File: src/rtl/p_uart_pkg.sv
// rtl/p_uart_pkg.sv - shared modes, send FSM states and byte transform for the packet loop
package p_uart_pkg;

    localparam logic [1:0] MODE_PASS = 2'd0;
    localparam logic [1:0] MODE_REV  = 2'd1;
    localparam logic [1:0] MODE_INV  = 2'd2;
    localparam logic [1:0] MODE_INC  = 2'd3;

    typedef enum logic [1:0] {
        IDLE,
        WAIT_START,
        WAIT_END
    } state_t;

    // Per-byte value change; byte reversal is a reordering and is done by the caller.
    function automatic logic [7:0] xform_byte(input logic [1:0] mode, input logic [7:0] b);
        logic [7:0] r;
        case (mode)
            MODE_PASS, MODE_REV: r = b;
            MODE_INV:            r = ~b;
            MODE_INC:            r = b + 8'd1;
            default:             r = b;
        endcase
        return r;
    endfunction

endpackage

File: src/rtl/p_uart_pkt_loop_if.sv
// rtl/p_uart_pkt_loop_if.sv - receiver/transmitter/status signal bundle for the packet loop
interface p_uart_pkt_loop_if #(
    parameter int PKT_BYTES = 16,
    parameter int DEPTH     = 4,
    parameter int DROP_W    = 8
);
    localparam int W  = 8 * PKT_BYTES;
    localparam int LW = $clog2(DEPTH) + 1;

    logic              recv_done;
    logic [W-1:0]      recv_data;
    logic [1:0]        mode;
    logic              tx_busy;
    logic              send_en;
    logic [W-1:0]      send_data;
    logic [LW-1:0]     fifo_level;
    logic [DROP_W-1:0] drop_cnt;

    modport master (
        output recv_done, recv_data, mode, tx_busy,
        input  send_en, send_data, fifo_level, drop_cnt
    );

    modport slave (
        input  recv_done, recv_data, mode, tx_busy,
        output send_en, send_data, fifo_level, drop_cnt
    );

endinterface

File: src/rtl/p_pkt_fifo.sv
// rtl/p_pkt_fifo.sv - W x DEPTH packet FIFO with combinational head read and extra-MSB pointers
module p_pkt_fifo #(
    parameter int W     = 128,
    parameter int DEPTH = 4
) (
    input  logic                     clk,
    input  logic                     rst,
    input  logic                     push,
    input  logic [W-1:0]             wdata,
    input  logic                     pop,
    output logic [W-1:0]             rdata,
    output logic                     full,
    output logic                     empty,
    output logic [$clog2(DEPTH):0]   level
);
    localparam int AW = $clog2(DEPTH);

    logic [W-1:0] mem_q [DEPTH];
    logic [AW:0]  wr_ptr_q, wr_ptr_d;
    logic [AW:0]  rd_ptr_q, rd_ptr_d;

    always_comb begin
        wr_ptr_d = wr_ptr_q;
        rd_ptr_d = rd_ptr_q;
        if (push) wr_ptr_d = wr_ptr_q + 1'b1;
        if (pop)  rd_ptr_d = rd_ptr_q + 1'b1;
    end

    always_ff @(posedge clk) begin
        if (rst) begin
            wr_ptr_q <= '0;
            rd_ptr_q <= '0;
        end else begin
            wr_ptr_q <= wr_ptr_d;
            rd_ptr_q <= rd_ptr_d;
        end
    end

    // Storage is not reset; pointers alone define what is valid.
    always_ff @(posedge clk) begin
        if (push) mem_q[wr_ptr_q[AW-1:0]] <= wdata;
    end

    assign rdata = mem_q[rd_ptr_q[AW-1:0]];
    assign empty = (wr_ptr_q == rd_ptr_q);
    assign full  = (wr_ptr_q[AW] != rd_ptr_q[AW]) && (wr_ptr_q[AW-1:0] == rd_ptr_q[AW-1:0]);
    assign level = wr_ptr_q - rd_ptr_q;

endmodule

File: src/rtl/p_uart_pkt_loop.sv
// rtl/p_uart_pkt_loop.sv - buffers received packets, transforms them at pop and retransmits via en/busy
module p_uart_pkt_loop
    import p_uart_pkg::*;
#(
    parameter int PKT_BYTES = 16,
    parameter int DEPTH     = 4,
    parameter int START_TO  = 1023,
    parameter int DROP_W    = 8
) (
    input  logic               sys_clk,
    input  logic               sys_rst,
    p_uart_pkt_loop_if.slave   io
);
    localparam int W  = 8 * PKT_BYTES;
    localparam int LW = $clog2(DEPTH) + 1;
    localparam int TW = $clog2(START_TO + 1);
    localparam logic [TW-1:0] TO_LAST = TW'(START_TO - 1);

    state_t            state_q, state_d;
    logic [TW-1:0]     to_cnt_q, to_cnt_d;
    logic              send_en_q, send_en_d;
    logic [W-1:0]      send_data_q, send_data_d;
    logic [DROP_W-1:0] drop_cnt_q, drop_cnt_d;

    logic          push, pop, full, empty;
    logic [W-1:0]  head;
    logic [LW-1:0] level;

    function automatic logic [W-1:0] xform(input logic [W-1:0] d, input logic [1:0] m);
        logic [W-1:0] r;
        int src;
        for (int i = 0; i < PKT_BYTES; i++) begin
            src = (m == MODE_REV) ? (PKT_BYTES - 1 - i) : i;
            r[8*i +: 8] = xform_byte(m, d[8*src +: 8]);
        end
        return r;
    endfunction

    p_pkt_fifo #(.W(W), .DEPTH(DEPTH)) u_fifo (
        .clk   (sys_clk),
        .rst   (sys_rst),
        .push  (push),
        .wdata (io.recv_data),
        .pop   (pop),
        .rdata (head),
        .full  (full),
        .empty (empty),
        .level (level)
    );

    always_comb begin
        state_d     = state_q;
        to_cnt_d    = to_cnt_q;
        send_en_d   = 1'b0;
        send_data_d = send_data_q;
        drop_cnt_d  = drop_cnt_q;

        pop  = (state_q == IDLE) && !empty && !io.tx_busy;
        // A full FIFO still accepts when the head leaves in the same cycle.
        push = io.recv_done && (!full || pop);

        if (io.recv_done && !push && (drop_cnt_q != '1))
            drop_cnt_d = drop_cnt_q + 1'b1;

        case (state_q)
            IDLE: begin
                if (pop) begin
                    send_en_d   = 1'b1;
                    send_data_d = xform(head, io.mode);
                    to_cnt_d    = '0;
                    state_d     = WAIT_START;
                end
            end
            WAIT_START: begin
                if (io.tx_busy)                state_d  = WAIT_END;
                else if (to_cnt_q == TO_LAST)  state_d  = IDLE;
                else                           to_cnt_d = to_cnt_q + 1'b1;
            end
            WAIT_END: begin
                if (!io.tx_busy) state_d = IDLE;
            end
            default: state_d = IDLE;
        endcase
    end

    always_ff @(posedge sys_clk) begin
        if (sys_rst) begin
            state_q     <= IDLE;
            to_cnt_q    <= '0;
            send_en_q   <= 1'b0;
            send_data_q <= '0;
            drop_cnt_q  <= '0;
        end else begin
            state_q     <= state_d;
            to_cnt_q    <= to_cnt_d;
            send_en_q   <= send_en_d;
            send_data_q <= send_data_d;
            drop_cnt_q  <= drop_cnt_d;
        end
    end

    assign io.send_en    = send_en_q;
    assign io.send_data  = send_data_q;
    assign io.fifo_level = level;
    assign io.drop_cnt   = drop_cnt_q;

endmodule
File: src/flat_wrapper.sv
// flat-port wrapper written by rule: the top's interface ports become plain ports
module p_uart_pkt_loop_flat import p_uart_pkg::*;
#(
    parameter int PKT_BYTES = 16,
    parameter int DEPTH     = 4,
    parameter int START_TO  = 1023,
    parameter int DROP_W    = 8
)
  (sys_clk, sys_rst, io_recv_done, io_recv_data, io_mode, io_tx_busy, io_send_en, io_send_data, io_fifo_level, io_drop_cnt);
  p_uart_pkt_loop_if #(.PKT_BYTES(PKT_BYTES), .DEPTH(DEPTH), .DROP_W(DROP_W)) io_i ();
  input  logic sys_clk;
  input  logic sys_rst;
  input wire logic [$bits(io_i.recv_done)-1:0] io_recv_done;
  input wire logic [$bits(io_i.recv_data)-1:0] io_recv_data;
  input wire logic [$bits(io_i.mode)-1:0] io_mode;
  input wire logic [$bits(io_i.tx_busy)-1:0] io_tx_busy;
  output wire logic [$bits(io_i.send_en)-1:0] io_send_en;
  output wire logic [$bits(io_i.send_data)-1:0] io_send_data;
  output wire logic [$bits(io_i.fifo_level)-1:0] io_fifo_level;
  output wire logic [$bits(io_i.drop_cnt)-1:0] io_drop_cnt;
  assign io_i.recv_done = io_recv_done;
  assign io_i.recv_data = io_recv_data;
  assign io_i.mode = io_mode;
  assign io_i.tx_busy = io_tx_busy;
  assign io_send_en = io_i.send_en;
  assign io_send_data = io_i.send_data;
  assign io_fifo_level = io_i.fifo_level;
  assign io_drop_cnt = io_i.drop_cnt;
  p_uart_pkt_loop #(.PKT_BYTES(PKT_BYTES), .DEPTH(DEPTH), .START_TO(START_TO), .DROP_W(DROP_W)) u_core (.sys_clk(sys_clk), .sys_rst(sys_rst), .io(io_i));
endmodule
File: config.mk
export PLATFORM = sky130hd
export DESIGN_NAME = p_uart_pkt_loop_flat
export DESIGN_NICKNAME = d
export VERILOG_FILES = /design/src/rtl/p_uart_pkg.sv /design/src/rtl/p_uart_pkt_loop_if.sv /design/src/rtl/p_pkt_fifo.sv /design/src/rtl/p_uart_pkt_loop.sv /design/src/flat_wrapper.sv
export SDC_FILE = /design/constraint.sdc
export NUM_CORES = 1
export LEC_CHECK = 0
export BUFFER_PORTS_ARGS = -buffer_cell sky130_fd_sc_hd__buf_2
export CAP_MARGIN = 20
export CORE_ASPECT_RATIO = 1.25
export CORE_MARGIN = 10
export CORE_UTILIZATION = 40
export DETAILED_ROUTE_END_ITERATION = 8
export SLEW_MARGIN = 20
export SYNTH_ARGS = -nofsm -noshare
export SYNTH_HDL_FRONTEND = slang
export SYNTH_SLANG_ARGS = --single-unit
File: constraint.sdc
create_clock -name sys_clk -period 4.9 [get_ports sys_clk]
set_input_delay 0.245 -clock sys_clk [delete_from_list [all_inputs] [get_ports sys_clk]]
set_output_delay 0.245 -clock sys_clk [all_outputs]
set_load 0.1 [all_outputs]
==> impl_metrics.yaml <==
pwr:
  p_seq_frac: 0.392
  p_sw_uw: 6310
  pwr_density_cell_nw_per_um2: 490
  vdd_drop_max_mv: 0.390
  sw_frac_of_total: 0.361
  p_leak_uw: 0.0126
  intPower_uw: 11200
  power_frac_comb: 0.299
  p_clk_frac: 0.309
worst_setup_path:
  crit_type: "reg2reg"
  crit_path_max_fanout: 47
  worst-endpoint-arrival_ns: 4.10
  end_kind: "flip-flop"
  start_kind: "flip-flop"
  required_ns: 5.17
routing:
  wl_per_cell_um: 25.8
  ant_nets: 0
  dr.first_iter.drc_count: 1999
  drt_wl_total_um: 92800
  drt-vias-per-instance: 5.71
  drtPass1Iterations: 6
  via_count: 20500
  route.detailed.drc: 0
timing:
  finClkSkew_ns: 0.0242
  clock.fmax_mhz: 262
  setup-violations-final: 0
  fin_tns_setup_ns: 0
  tightest_slew_ns: 0.991
  slew_headroom: 0.335
  slew_violations: 0
  finalHoldViolations: 0
  rsz0062_at_grt: "no"
  period_share: 0.780
  min_period_ns: 3.82
synthesis:
  synth_cell_types: 81
  synthTopCellsByArea: "edfxtp_1, dfxtp_1, mux4_2"
  avgSynthCellArea_um2: 13.4
  synth_commonest_cells: "edfxtp_1, nand2_1, dfxtp_1"
  synth.most_common_cell: "edfxtp_1"
  synth_area_leader_cell: "edfxtp_1"
  yosys_warnings: 0
  synth_seq_cells: 669
  synth_edf_count: 512
  yosysSeqAreaShare: 0.623
  synth_top_cell_area_share: 0.517
  syn_nets: 2380
  ys.flop_type: "edfxtp_1"
  synth_area_um2: 29700
  syn_inst: 2219
  async_flop_share: 0
place:
  dp_hpwl_um: 64900
  dpl.cell_count: 3343
  place_area_um2: 32000
  numPortBuffers: 273
  gp_congestion: 0.902
cells_and_area:
  num-fill-cells: 6294
  final_area_um2: 35600
  nets: 2744
  syn_to_final_growth_pct: 19.8
  seqCellArea_um2: 18500
  final_cells: 3600
  multi_input_area_um2: 10400
  drive_above_1_share: 0.209
global_routing:
  antenna_found_initial: 6
  use_met3: 0.0322
  top_usage_layer: "met2"
  grt_pass1_vias: 20300
  grt_usage: 0.210
  grt_max_degree: 80
  grtUsageMet1: 0.268
  gr-total-overflow: 0
  grt_pass1_wl_um: 136000
  grtUsageMet2: 0.353
clock_tree:
  cts_setup_buffers: 0
  cts_hold_buf: 129
  cts_tree: "yes"
  cts_made_buffers: 69
  cts.path.max_buffers: 3
  cts-root-buf: "clkbuf_16"
  cts.sinks: 669
  clk_pin_slew_ns: 0.06
  ctsResizeCount: 0
  clk_latency_ns: 0.62
  htreeDepth: 3
floorplanning:
  dieArea_um2: 85700
  start_util: 0.404
  core_um2: 73500
  num_rows: 111
  fp.dieW_um: 264
  die_y_um: 325
  io_pins: 274
min_path:
  min_path_type: "in2reg"
status:
  status: "finished, final reports clean"
flow_run:
  cap_violations: 0
## cells by family (layout without fill, tap and decap cells)
logic type               Yosys count  count (layout)  share of synthesized area
flip-flops                       669             669                      0.623
buffers and inverters            166             584                     0.0296
AO/OA/AOI/OAI                    422             422                     0.0938
XOR/XNOR                          92              92                     0.0271
adder cells (fa/ha/maj)           27              27                     0.0116
multiplexers                     165             165                      0.113
AND/OR/NAND/NOR                  678             678                      0.101
other                              0               3                          0
## critical path: stages (launching register included)
cell and delay, ns:
dfxtp_1 0.41, inv_1 0.11, ha_1 0.33, and2_0 0.29
a211o_4 0.58, a31oi_1 0.57, and2_4 0.70, buf_12 0.35
## final cells by class
type,count,share of cell area
Inverter,17,0.00186
Multi-Input combinational cell,1384,0.291
Antenna cell,3,0.000211
Clock inverter,35,0.0119
Clock buffer,90,0.0533
Sequential cell,669,0.520
Timing Repair Buffer,442,0.0878
Tap cell,960,0.0337
## layer usage
layer	vias to the layer above	wire (µm)	part of all wire
met4	0	3750	0.040
met1	10300	37600	0.41
met3	161	5650	0.061
met2	811	45800	0.49
li1	9241	-	-
met5	-	0	0
## state kept, by name (all words and copies together), names as in the netlist, named ones only
name,cells
u_core.io.send_en,1
u_core.io.drop_cnt,8
u_core.state_q,2
u_core.io.send_data,128
u_core.u_fifo.rd_ptr_q,3
u_core.u_fifo.mem_q,512
u_core.u_fifo.wr_ptr_q,3
u_core.to_cnt_q,10
## metrics by stage
step / setup WS (ns) / total power (µW) / utilization / hold slack (ns)
5_1_grt: 0.811 / 18100 / 0.485 / 0.182
4_1_cts: 1.07 / 17600 / 0.485 / 0.103
2_1_floorplan: 1.03 / 10700 / - / 0.344
3_5_place_dp: 1.07 / 12100 / 0.435 / 0.440
3_3_place_gp: 1.17 / 12000 / 0.435 / 0.441
6_report: 1.08 / 17500 / 0.485 / 0.152
## cells in the final DEF, fill, tap and decap left out, types with 26 or more instances in the layout
master           n
edfxtp_1       512
nand2_1        357
buf_2          270
dfxtp_1        155
dlygate4sd3_1  129
a21oi_1        122
nor2_1         108
mux4_2         107
o21ai_0         83
nand3_1         74
xnor2_1         72
clkbuf_16       72
mux2i_1         32
buf_4           30
and3_1          29
o211ai_1        28
ha_1            26
## worst paths after layout
path | start | end | slack (ns) | cells after the start
setup / recovery | u_core.u_fifo.wr_ptr_q[0] | u_core.u_fifo.mem_q[1][84] | 1.08 | 7
hold / removal | io_recv_done | u_core.u_fifo.wr_ptr_q[0] | 0.15 | 5
hold reg to reg | u_core.io.send_data[32] | u_core.io.send_data[32] | 0.45 | 2
setup reg to reg | u_core.u_fifo.wr_ptr_q[0] | u_core.u_fifo.mem_q[1][84] | 1.08 | 7
## power groups by stage
stage	clock (µW)	combinational [µW]	sequential (µW)
final	5400	5220	6840
after global routing	5710	5490	6880
after CTS	5490	5220	6850
after detailed placement	0	5120	6970
after global placement	0	5070	6950
after floorplan	0	2420	8240
Power figures use the tool's default switching activity.
